<file path="config.mk">
export PLATFORM = sky130hd
export DESIGN_NAME = bomb_scheduler
export DESIGN_NICKNAME = d
export VERILOG_FILES = /design/src/rtl/bomberman_pkg.sv /design/src/rtl/bomb_free_finder.sv /design/src/rtl/bomb_scheduler.sv
export SDC_FILE = /design/constraint.sdc
export NUM_CORES = 1
export LEC_CHECK = 0
export ABC_AREA = 1
export BUFFER_PORTS_ARGS = -buffer_cell sky130_fd_sc_hd__buf_2
export CAP_MARGIN = 40
export CORE_ASPECT_RATIO = 0.9
export CORE_MARGIN = 2
export CORE_UTILIZATION = 55
export CTS_CLUSTER_DIAMETER = 60
export DETAILED_ROUTE_END_ITERATION = 8
export PLACE_DENSITY = 0.76
export SLEW_MARGIN = 25
export SYNTH_ARGS = -nofsm -noshare
export SYNTH_HDL_FRONTEND = slang
export SYNTH_SLANG_ARGS = --single-unit
export TNS_END_PERCENT = 30
</file>
<file path="constraint.sdc">
create_clock -name clk -period 2.5 [get_ports clk]
set_input_delay 0.5 -clock clk [delete_from_list [all_inputs] [get_ports clk]]
set_output_delay 0.5 -clock clk [all_outputs]
set_load 0.01 [all_outputs]
</file>
<file path="src/rtl/bomberman_pkg.sv">
// Shared types and constants for the bomb scheduler slice.
// Holds the screen/tile geometry, slot record, FSM states and tile helpers.
package bomberman_pkg;

  localparam int TILE_SIZE = 32;
  localparam int GRID_W    = 25;
  localparam int GRID_H    = 17;
  localparam int SCREEN_W  = 800;
  localparam int SCREEN_H  = 544;

  typedef struct packed {
    logic       valid;
    logic       owner;
    logic [4:0] tx;
    logic [4:0] ty;
    logic [7:0] fuse;
  } bomb_slot_t;

  typedef enum logic [1:0] {
    S_IDLE,
    S_TICK,
    S_PLACE_A,
    S_PLACE_B
  } sched_state_e;

  // Nearest tile: (pos + TILE_SIZE/2) / TILE_SIZE.
  // Only meaningful for on-screen positions.
  function automatic logic [4:0] to_tile(
    input logic signed [10:0] p
  );
    logic [11:0] s;
    s = {p[10], p} + 12'd16;
    return s[9:5];
  endfunction

  function automatic logic in_screen(
    input logic signed [10:0] x,
    input logic signed [10:0] y
  );
    return !x[10] && (x[9:0] < 10'(SCREEN_W))
        && !y[10] && (y[9:0] < 10'(SCREEN_H));
  endfunction

endpackage

</file>
<file path="src/rtl/bomb_free_finder.sv">
// Find-first-free encoder over the slot valid bits.
// Ports: valid_i (slot live bits) -> found_o, idx_o (lowest free slot).
module bomb_free_finder #(
  parameter int N  = 8,
  parameter int IW = 3
) (
  input  logic [N-1:0]  valid_i,
  output logic          found_o,
  output logic [IW-1:0] idx_o
);

  always_comb begin
    found_o = 1'b0;
    idx_o   = '0;
    for (int i = N - 1; i >= 0; i--) begin
      if (!valid_i[i]) begin
        found_o = 1'b1;
        idx_o   = IW'(i);
      end
    end
  end

endmodule

</file>
<file path="src/rtl/bomb_scheduler.sv">
// Shared bomb-slot pool: per-EOF fuse ticking, expiry reports and
// round-robin drop arbitration for two players, plus a slot read port.
// Ports: clk, reset (sync, active-high), EOF, j1/j2_bomb keys,
//   player1X/Y, player2X/Y (signed px), rd_idx -> rd_valid/tx/ty/fuse,
//   j1/j2_grant, j1/j2_reject, explode_valid/tx/ty/owner, bombs_p1/p2.
// Option: BOMB_DUP_CHECK_EN rejects drops onto a tile already holding a bomb.
import bomberman_pkg::*;

module bomb_scheduler #(
  parameter int NSLOTS         = 8,
  parameter int MAX_PER_PLAYER = 3,
  parameter int FUSE_FRAMES    = 120
) (
  input  logic               clk,
  input  logic               reset,
  input  logic               EOF,
  input  logic               j1_bomb,
  input  logic               j2_bomb,
  input  logic signed [10:0] player1X,
  input  logic signed [10:0] player1Y,
  input  logic signed [10:0] player2X,
  input  logic signed [10:0] player2Y,
  input  logic [3:0]         rd_idx,
  output logic               rd_valid,
  output logic [4:0]         rd_tx,
  output logic [4:0]         rd_ty,
  output logic [7:0]         rd_fuse,
  output logic               j1_grant,
  output logic               j2_grant,
  output logic               j1_reject,
  output logic               j2_reject,
  output logic               explode_valid,
  output logic [4:0]         explode_tx,
  output logic [4:0]         explode_ty,
  output logic               explode_owner,
  output logic [2:0]         bombs_p1,
  output logic [2:0]         bombs_p2
);

  localparam int IW = (NSLOTS > 1) ? $clog2(NSLOTS) : 1;

  bomb_slot_t   slots_q [NSLOTS];
  sched_state_e state_q;
  logic [3:0]   idx_q;
  logic [2:0]   cnt_q [2];
  logic [1:0]   key_q, pend_q, pend_d, rise;
  logic         rr_q, both_q;

  logic [NSLOTS-1:0] live;
  logic              found;
  logic [IW-1:0]     free_idx;
  logic              placing, cur_p, in_rng, dup, ok;
  logic signed [10:0] cur_x, cur_y;
  logic [4:0]        cur_tx, cur_ty;

  always_comb begin
    live = '0;
    for (int i = 0; i < NSLOTS; i++) live[i] = slots_q[i].valid;
  end

  bomb_free_finder #(.N(NSLOTS), .IW(IW)) u_free (
    .valid_i (live),
    .found_o (found),
    .idx_o   (free_idx)
  );

  assign placing = (state_q == S_PLACE_A) || (state_q == S_PLACE_B);
  // PLACE_A serves rr_q, PLACE_B the other player.
  assign cur_p  = (state_q == S_PLACE_B) ? ~rr_q : rr_q;
  assign cur_x  = cur_p ? player2X : player1X;
  assign cur_y  = cur_p ? player2Y : player1Y;
  assign cur_tx = to_tile(cur_x);
  assign cur_ty = to_tile(cur_y);
  assign in_rng = in_screen(cur_x, cur_y);

`ifdef BOMB_DUP_CHECK_EN
  logic [NSLOTS-1:0] hit;
  always_comb begin
    hit = '0;
    for (int i = 0; i < NSLOTS; i++)
      hit[i] = slots_q[i].valid
            && (slots_q[i].tx == cur_tx)
            && (slots_q[i].ty == cur_ty);
  end
  assign dup = |hit;
`else
  assign dup = 1'b0;
`endif

  assign ok = (cnt_q[cur_p] < 3'(MAX_PER_PLAYER))
           && found && in_rng && !dup;

  assign rise = {j2_bomb, j1_bomb} & ~key_q;

  // A new edge in the same cycle as the clear survives to the next pass.
  always_comb begin
    pend_d = pend_q;
    if (placing) pend_d[cur_p] = 1'b0;
    pend_d = pend_d | rise;
  end

  assign bombs_p1 = cnt_q[0];
  assign bombs_p2 = cnt_q[1];

  always_ff @(posedge clk) begin
    if (reset) begin
      state_q  <= S_IDLE;
      idx_q    <= '0;
      for (int i = 0; i < NSLOTS; i++) slots_q[i] <= '0;
      cnt_q[0] <= '0;
      cnt_q[1] <= '0;
      key_q    <= '0;
      pend_q   <= '0;
      rr_q     <= 1'b0;
      both_q   <= 1'b0;
      rd_valid <= 1'b0;
      rd_tx    <= '0;
      rd_ty    <= '0;
      rd_fuse  <= '0;
      j1_grant  <= 1'b0;
      j2_grant  <= 1'b0;
      j1_reject <= 1'b0;
      j2_reject <= 1'b0;
      explode_valid <= 1'b0;
      explode_tx    <= '0;
      explode_ty    <= '0;
      explode_owner <= 1'b0;
    end else begin
      j1_grant  <= 1'b0;
      j2_grant  <= 1'b0;
      j1_reject <= 1'b0;
      j2_reject <= 1'b0;
      explode_valid <= 1'b0;
      key_q  <= {j2_bomb, j1_bomb};
      pend_q <= pend_d;

      rd_valid <= 1'b0;
      rd_tx    <= '0;
      rd_ty    <= '0;
      rd_fuse  <= '0;
      for (int i = 0; i < NSLOTS; i++) begin
        if (rd_idx == 4'(i)) begin
          rd_valid <= slots_q[i].valid;
          rd_tx    <= slots_q[i].tx;
          rd_ty    <= slots_q[i].ty;
          rd_fuse  <= slots_q[i].fuse;
        end
      end

      case (state_q)
        S_IDLE: begin
          if (EOF) begin
            state_q <= S_TICK;
            idx_q   <= '0;
          end
        end
        S_TICK: begin
          for (int i = 0; i < NSLOTS; i++) begin
            if (idx_q == 4'(i) && slots_q[i].valid) begin
              if (slots_q[i].fuse == 8'd1) begin
                slots_q[i] <= '0;
                cnt_q[slots_q[i].owner] <=
                  cnt_q[slots_q[i].owner] - 3'd1;
                explode_valid <= 1'b1;
                explode_tx    <= slots_q[i].tx;
                explode_ty    <= slots_q[i].ty;
                explode_owner <= slots_q[i].owner;
              end else begin
                slots_q[i].fuse <= slots_q[i].fuse - 8'd1;
              end
            end
          end
          if (idx_q == 4'(NSLOTS - 1)) state_q <= S_PLACE_A;
          else idx_q <= idx_q + 4'd1;
        end
        S_PLACE_A, S_PLACE_B: begin
          if (pend_q[cur_p]) begin
            if (ok) begin
              for (int i = 0; i < NSLOTS; i++) begin
                if (free_idx == IW'(i)) begin
                  slots_q[i].valid <= 1'b1;
                  slots_q[i].owner <= cur_p;
                  slots_q[i].tx    <= cur_tx;
                  slots_q[i].ty    <= cur_ty;
                  slots_q[i].fuse  <= 8'(FUSE_FRAMES);
                end
              end
              cnt_q[cur_p] <= cnt_q[cur_p] + 3'd1;
              j1_grant <= ~cur_p;
              j2_grant <= cur_p;
            end else begin
              j1_reject <= ~cur_p;
              j2_reject <= cur_p;
            end
          end
          if (state_q == S_PLACE_A) begin
            both_q  <= &pend_q;
            state_q <= S_PLACE_B;
          end else begin
            if (both_q) rr_q <= ~rr_q;
            state_q <= S_IDLE;
          end
        end
        default: state_q <= S_IDLE;
      endcase
    end
  end

endmodule
</file>
==> metrics.txt, run 1 <==
die height 148 µm; Max clock buf depth 3; critical path class register to register; Vias between 10k and 15k; DRT Pass-1 Iters 6; Tcrit/Tclk final 1.03; io pins 94; GPL Wtd Cong 1.01; Final Critical Period about 2.6 ns; failing checks negative setup slack; required time of the critical path 2.79 ns; post-synthesis sequential area ratio 0.449; largest cells by area after synthesis edfxtp_1, nand2_1, dfxtp_1; cell accounting for the most synthesized area edfxtp_1; drt wl/cell 17.9 µm; Post-DRT Antenna Nets 0; most common cell in the netlist nand2_1; Post-Place Setup Slack -0.213 ns; CP startpoint kind register; Power, Total 10.2 mW; commonest register cell after synthesis edfxtp_1; Post-CTS Hold Fix Bufs 0; first-pass GRT wire length approximately 63,000 µm; Max FO, Critical Path 5; EDFF count, synth 139; Worst setup EP type register; Mapped Area 12,600 µm²; Layout Cells excl Fill 2,298; H-Tree Depth 1; Rows 52; Root Driver clkbuf_16; fmax approximately 390 MHz; Finished Cell Area 16,300 µm²; synth warn 0; # fillers 1,784; grt ovf 0; clock latency on the worst-skew pair 0.54 ns; clock skew 0.0120 ns; setup ws final -0.0847 ns; drt initial violations 1,426; DRC violations left 0; design internal power 7.10 mW; DP Wirelength 30,600 µm; Synth Net Count 1,774; P&R area growth vs syn 29.5%; Switch Pwr about 3.1 mW; Core Area 22,500 µm²; RSZ-0062 raised after global routing true; final WL 41,200 µm; Ant. Diodes 0; Vias/cell 5.61; max-cap viol count 0; syn avg cell area 7.43 µm²; sw frac 0.306; pin count of the biggest net entering global routing 42; Commonest cells post-synth nand2_1, inv_1, nor2_1; synthesized instance count 1,693; vias in the first global route about 12k; max_slew headroom 0.568; placed cell areas 14,800 µm²; Yosys reg bits 213; Worst Path Arrival between 2 and 3 ns; initial antenna violation count 0; CTS buffer count 25; result of the run finished with violations; Sequential Power Share 0.395; die extent in x roughly 160 µm; global-route usage over all layers 0.334; share of the synthesized area in the top cell type 0.332; PortBufs 77; Clk pwr share 0.366; Slew @ Worst Pin 0.643 ns; pins over their slew limit 0; Final setup viols 43; Cell Pwr Density 628 nW/µm²; VDD IR max 0.541 mV; placed cell count between 2k and 2.5k; asr flop ratio synth 0; Clock Sinks 213; Comb power frac 0.240; clock-pin slew on the worst setup and hold paths 0.06 ns; worst hold path class input port to register; Nets 2,064; library cells used by synthesis 53; layout cells sized above 1 0.228; DIE AREA 24,100 µm²; Leak 7.91 nW; CTS tree built; final hold viol count 0; Starting Density 0.559
-- cell type report --
class / count / area, µm² / share of cell area
inverter: 288 / 1090 / 0.0669
sequential: 213 / 5660 / 0.347
timing repair buffer: 302 / 2240 / 0.137
multi-input combinational: 1153 / 6110 / 0.375
clock inverter: 18 / 191 / 0.0117
clock buffer: 27 / 633 / 0.0388
tap: 297 / 372 / 0.0228
-- flip-flops by register name (all words and copies together), names as in the netlist --
signal,flops
state_q,2
j1_grant,1
key_q,2
explode_tx,5
pend_q,2
rr_q,1
j1_reject,1
j2_grant,1
both_q,1
idx_q,4
slots_q,160
rd_tx,5
explode_ty,5
explode_valid,1
cnt_q,6
rd_valid,1
rd_ty,5
j2_reject,1
rd_fuse,8
explode_owner,1
-- metrics by stage --
| step | TNS [ns] | hold WS (ns) | utilization |
|---|---|---|---|
| finish | -0.694 | 0.167 | 0.724 |
| global route | -7.85 | 0.196 | 0.724 |
| CTS | -0.868 | 0.161 | 0.705 |
| detailed placement | -14.84 | 0.426 | 0.659 |
| global placement | -6.92 | 0.412 | 0.659 |
| floorplan | -3.09 | 0.408 | - |
-- power groups by stage --
stage          Clock [mW]  Sequential, mW  Combinational [mW]
2_1_floorplan           0            4.08                1.05
4_1_cts              3.76            4.02                2.21
3_3_place_gp            0            4.08                2.03
6_report             3.74            4.04                2.45
3_5_place_dp            0            4.08                2.09
5_1_grt              3.87            4.05                2.61
-- worst max-delay path, cell delays in order (launching register included) --
cell        delay, ns
dfxtp_4          0.35
buf_6            0.12
ha_4             0.17
nand2_4          0.06
buf_12           0.11
clkinvlp_4       0.11
buf_4            0.17
nand3_4          0.08
buf_6            0.11
inv_1            0.04
a21oi_1          0.11
nand2_1          0.08
nand2_1          0.06
nand2_1          0.05
nand2_1          0.07
nand2_1          0.06
ha_2             0.18
nand3b_1         0.15
nand3_1          0.07
nand2_1          0.07
inv_2            0.08
nor2_2           0.04
-- kinds of logic (layout without fill, tap and decap cells) --
family,count (synthesis),count (layout),share of synthesized area
adders and majority gates,28,28,0.0278
buffers and inverters,330,635,0.103
xor gates and xnor gates,31,31,0.0216
DFF,213,213,0.449
AOI/OAI and AO/OA,258,258,0.121
and+or+nand+nor,833,836,0.277
-- layout by cell type, fill, tap and decap left out, types with 24 or more instances in the layout --
master	Yosys	layout
edfxtp_1	139	139
nand3_1	90	79
dfxtp_1	74	71
o21ai_0	120	118
buf_2	7	77
nand2_1	430	405
inv_1	282	276
nor2_1	230	217
clkbuf_16	0	25
buf_4	0	202
a21oi_1	47	43
xor2_1	24	24
-- path summary, 6_finish.rpt --
check / startpoint / slack [ns] / cells after the start / endpoint
max: state_q[0]$_SDFFE_PP0P_ / -0.08 / 21 / cnt_q[1][2]$_SDFFCE_PN0P_
min: j2_bomb / 0.17 / 3 / key_q[1]$_SDFF_PP0_
max reg2reg: state_q[0]$_SDFFE_PP0P_ / -0.08 / 21 / cnt_q[1][2]$_SDFFCE_PN0P_
min reg2reg: key_q[0]$_SDFF_PP0_ / 0.43 / 1 / pend_q[0]$_SDFF_PP0_
-- per-layer routing --
layer | track usage | routed length [µm] | vias to the layer above
li1 | - | - | 6076
met1 | 0.431 | 16000 | 5960
met2 | 0.546 | 19100 | 701
met3 | 0.0505 | 3640 | 159
met4 | 0.171 | 2450 | 0
met5 | 0 | 0 | -
-- repair_timing --
action                     4_1_cts  5_1_grt
setup buffers                    5        9
cloned                           1        2
setup endpoints to repair      180      259
pin swaps                        7       28
hold endpoints to repair         0        0
resized for setup               47       85
(Power assumes the default switching activity.)
==> inputs of run 2 (changes only) <==
- ABC_AREA: 1 -> 0
- CELL_PAD_IN_SITES_DETAIL_PLACEMENT: not set -> 0
- CELL_PAD_IN_SITES_GLOBAL_PLACEMENT: not set -> 1
- CORE_UTILIZATION: 55 -> 42
- PLACE_DENSITY: 0.76 -> 0.75
- SETUP_SLACK_MARGIN: not set -> 0.02
==> metrics.txt, run 2 <==
final WL 41,700 µm; crit-path cells or4_4 -> or4_4 -> o31ai_4 -> o21bai_1 -> a31oi_1 -> a21oi_1 -> mux2_1 -> a222oi_1 -> ha_2 -> nand2_2 -> mux2i_2 -> nor3_1; Nets 1,737; Power, Total 10.6 mW; fmax 272 MHz; final hold viol count 0; pins over their slew limit 0; most common cell in the netlist nor2_1; commonest non-fill, non-tap cell in the layout buf_4; sw frac 0.294; clock skew 0.0251 ns; Sequential Power Share 0.389; grt ovf 0; crit-path most repeated cell or4_4; max reg flops 160; layout cells sized above 1 0.348; share of the synthesized area in the top cell type 0.348; GPL Wtd Cong 0.922; pin count of the biggest net entering global routing 45; Clock Sinks 213; vias in the first global route 10.9k; Commonest cells post-synth nor2_1, edfxtp_1, nand2_1; syn avg cell area 9.20 µm²; P&R area growth vs syn 40.0%; Crit path largest cell delay 0.56 ns; max-cap viol count 0; top flop regs slots_q (160), rd_fuse (8), cnt_q (6); required time of the critical path 2.78 ns; die height about 160 µm; Max FO, Critical Path 2; placed cell count 1,965; Synth Net Count 1,386; Worst Path Arrival 3.96 ns; design internal power 7.48 mW; Ant. Diodes 0; Switch Pwr ~3.1 mW; EDFF count, synth 139; final core utilization 0.600; largest cells by area after synthesis edfxtp_1, dfxtp_1, nor2_1; RSZ-0062 raised after global routing true; Rows slightly below 60; synth warn 0; first-pass GRT wire length 62,900 µm; Worst setup EP type register; commonest register cell after synthesis edfxtp_1; post-synthesis sequential area ratio 0.471; DRC violations left 0; max_slew headroom 0.582; most frequent cells in the layout buf_4, nor2_1, edfxtp_1; drt initial violations 1,396; global-route usage over all layers 0.272; Comb power frac 0.237; failing checks negative setup slack; Post-CTS Hold Fix Bufs 0; Starting Density 0.429; cell accounting for the most synthesized area edfxtp_1; Slew @ Worst Pin 0.625 ns; asr flop ratio synth 0; PortBufs 77; Core Area 28,000 µm²; result of the run finished with violations; Vias 11.6k; die extent in x 182 µm; Clk pwr share 0.374; library cells used by synthesis 77; CTS buffer count 26; # fillers about 2.4k; Cell Pwr Density approximately 630 nW/µm²; VDD IR max between 0.5 and 0.6 mV; CTS tree built; setup ws final -1.18 ns; DP Wirelength 30,900 µm; Final setup viols 23; Max clock buf depth 3; Post-DRT Antenna Nets 0; critical path class register to register; Layout Cells excl Fill approximately 2.0k; DRT Pass-1 Iters 5; clock latency on the worst-skew pair 0.55 ns; synthesized instance count 1,305; Vias/cell 5.72; drt wl/cell 20.5 µm; Tcrit/Tclk final 1.47; Root Driver clkbuf_16; Yosys reg bits 213; H-Tree Depth 1; slowest CP cell or4_4; Largest Register slots_q; Min Hold Slack 0.182 ns; io pins 94; clock-pin slew on the worst setup and hold paths 0.06 ns; initial antenna violation count 1; DIE AREA 30,000 µm²; worst hold path class input port to register; setup tns final -12.02 ns; CP startpoint kind register; Final Critical Period 3.68 ns; Mapped Area 12,000 µm²; Leak about 7.0 nW
[run 2: per-stage QoR]
step / cell area [µm²] / setup WS, ns
global route: 16800 / -1.32
finish: 16800 / -1.18
floorplan: 12100 / -1.10
global placement: 15100 / -1.04
CTS: 16300 / -1.10
detailed placement: 15100 / -1.12
[run 2: kinds of logic after synthesis]
family,after synthesis,synth area share
fa+ha+maj,28,0.0292
compound gates,287,0.148
mux,50,0.0500
flops,213,0.471
xor+xnor,48,0.0350
buf+inv,107,0.0350
simple gates,572,0.232
[run 2: final timing paths]
check                                               from  cells after the start                        end  slack (ns)
worst min-delay path                                 EOF                      2      idx_q[3]$_SDFFE_PP0P_        0.18
worst min register to register       both_q$_SDFFE_PP0P_                      2        both_q$_SDFFE_PP0P_        0.47
worst max-delay path            slots_q[0][24]$_DFFE_PP_                     12  cnt_q[1][2]$_SDFFCE_PN0P_       -1.18
worst max register to register  slots_q[0][24]$_DFFE_PP_                     12  cnt_q[1][2]$_SDFFCE_PN0P_       -1.18
[run 2: power by group through the flow]
| stage | Combinational [mW] | Clock [mW] | Sequential (mW) |
|---|---|---|---|
| finish | 2.51 | 3.96 | 4.12 |
| CTS | 2.34 | 4.01 | 4.10 |
| detailed placement | 2.22 | 0 | 4.15 |
| global route | 2.72 | 4.13 | 4.14 |
| global placement | 2.20 | 0 | 4.15 |
| floorplan | 1.12 | 0 | 4.16 |
[run 2: per-layer routing]
metal	vias up	share of wire	GRT usage
met3	53	0.11	0.0675
met2	574	0.42	0.400
met5	-	0.00031	0
li1	5478	-	-
met4	2	0.013	0.0469
met1	5535	0.45	0.408
[run 2: area by class of cell]
cell class / instances / area (µm²) / area share
tap: 360 / 450 / 0.0268
multi-input combinational: 985 / 6520 / 0.388
inverter: 41 / 169 / 0.0100
sequential: 213 / 5660 / 0.337
clock buffer: 34 / 742 / 0.0441
clock inverter: 14 / 168 / 0.00997
timing repair buffer: 389 / 3100 / 0.184
[run 2: repair_timing]
item / CTS / global route
pin swaps: 25 / 29
cloned: 0 / 2
endpoints found under the setup margin: 120 / 234
gates resized for setup: 62 / 88
setup buffers: 8 / 16
[run 2: worst max-delay path, delay by kind of cell (launching register included)]
kind                       cells  cell delay, ns
and+or+nand+nor                4            1.25
AOI/OAI and AO/OA              5            0.99
adders and majority gates      1            0.25
muxes                          2            0.53
DFF                            1            0.41
==> inputs of run 3 (changes only) <==
- BUFFER_PORTS_ARGS: -buffer_cell sky130_fd_sc_hd__buf_2 -> -buffer_cell sky130_fd_sc_hd__buf_4
==> metrics.txt, run 3 (synthesis gave the netlist of run 2 again) <==
max_slew headroom 0.551; Final setup viols 34; CP startpoint kind register; die extent in x 182 µm; final hold viol count 0; Vias/cell 5.74; Tcrit/Tclk final 1.45; critical path class register to register; DIE AREA 30,000 µm²; multi-input gate area in the final layout between 6000 and 7000 µm²; Ant. Diodes 0; CTS buffer count 27; Clock Sinks 213; Worst Path Arrival 3.90 ns; VDD IR max 0.591 mV; global-route usage over all layers 0.275; max-cap viol count 0; PortBufs 77; vias in the first global route 11.0k; Max FO, Critical Path 4; failing checks negative setup slack; commonest non-fill, non-tap cell in the layout buf_4; RSZ-0062 raised after global routing true; Starting Density 0.429; most frequent cells in the layout buf_4, nor2_1, edfxtp_1; Min Hold Slack 0.168 ns; register area ~5700 µm²; Post-Place Setup Slack -1.10 ns; Slew @ Worst Pin around 0.67 ns; DP Wirelength 31,100 µm; clock skew ~0.017 ns; Worst setup EP type register; layout cells sized above 1 0.345; Root Driver clkbuf_16; Core Area 28,000 µm²; placed cell areas around 15,000 µm²; result of the run finished with violations; H-Tree Depth 1; initial antenna violation count 0; grt ovf 0; Power, Total 10.9 mW; drt wl/cell between 20 and 25 µm; DRC violations left 0; Vias around 12k; worst hold path class input port to register; first-pass GRT wire length approximately 63,000 µm; pins over their slew limit 0; die height 164 µm; drt initial violations 1,188; clock-pin slew on the worst setup and hold paths 0.06 ns; CTS tree built; clock latency on the worst-skew pair 0.54 ns; Final Critical Period 3.62 ns; Largest Register slots_q; Post-DRT Antenna Nets 0; Rows a little under 60; setup ws final -1.12 ns; GPL Wtd Cong 0.952; Finished Cell Area 16,900 µm²; Leak 7.03 nW; max reg flops between 150 and 200; # fillers 2,433; fmax 276 MHz; P&R area growth vs syn 41.1%; DRT Pass-1 Iters 5; Max clock buf depth 3; setup tns final -14.48 ns; required time of the critical path 2.78 ns; Cell Pwr Density 641 nW/µm²; pin count of the biggest net entering global routing 45; Nets 1,728; io pins between 90 and 100; top flop regs slots_q (160), rd_fuse (8), cnt_q (6); final WL 41,800 µm
[run 3: path summary, 6_finish.rpt]
path	startpoint	end	slack, ns	depth (start not counted)
worst max register to register	slots_q[0][21]$_DFFE_PP_	cnt_q[1][2]$_SDFFCE_PN0P_	-1.12	14
worst max-delay path	slots_q[0][21]$_DFFE_PP_	cnt_q[1][2]$_SDFFCE_PN0P_	-1.12	14
worst min-delay path	EOF	idx_q[2]$_SDFFE_PP0P_	0.17	2
worst min register to register	both_q$_SDFFE_PP0P_	both_q$_SDFFE_PP0P_	0.48	2
[run 3: where the power goes]
group / switching (mW) / internal, mW / leakage (nW) / total [mW]
Sequential: 0.195 / 3.93 / 2.04 / 4.13
Combinational: 1.39 / 1.18 / 4.52 / 2.57
Clock: 1.59 / 2.58 / 0.480 / 4.17
[run 3: stage by stage]
stage | util | instances
floorplan | - | 1305
CTS | 0.590 | 2015
finish | 0.605 | 2027
global placement | 0.544 | 1959
global route | 0.605 | 2027
detailed placement | 0.544 | 1959
[run 3: area by class of cell]
type	instances	area share
well taps	360	0.0266
multi-input cells	985	0.383
inverters	41	0.00938
clock buffers	40	0.0506
flip-flops and latches	213	0.334
clock inverters	9	0.00664
repair buffers	379	0.189
[run 3: metal layers]
layer	global-route usage	part of all wire	up-vias
met4	0.0630	0.024	0
met1	0.393	0.44	5507
li1	-	-	5451
met3	0.0796	0.11	69
met5	0	0	-
met2	0.412	0.42	604
[run 3: critical path, cell delays in order (launching register included)]
cell and delay (ns):
edfxtp_1 0.41, inv_2 0.10, ha_4 0.11, or3b_4 0.41, or4_4 0.46, o31ai_4 0.21, o21bai_1 0.15, a31oi_1 0.11
a21oi_1 0.16, mux2_1 0.35, a222oi_1 0.35, ha_2 0.25, nand2_2 0.05, mux2i_1 0.18, nor3_1 0.07
[run 3: timing repair]
action / CTS / global route
gates resized for setup: 62 / 74
buffers inserted: 7 / 11
pin swaps: 26 / 25
gates cloned: 0 / 2
hold buffers: 0 / 0
endpoints found under the setup margin: 126 / 245
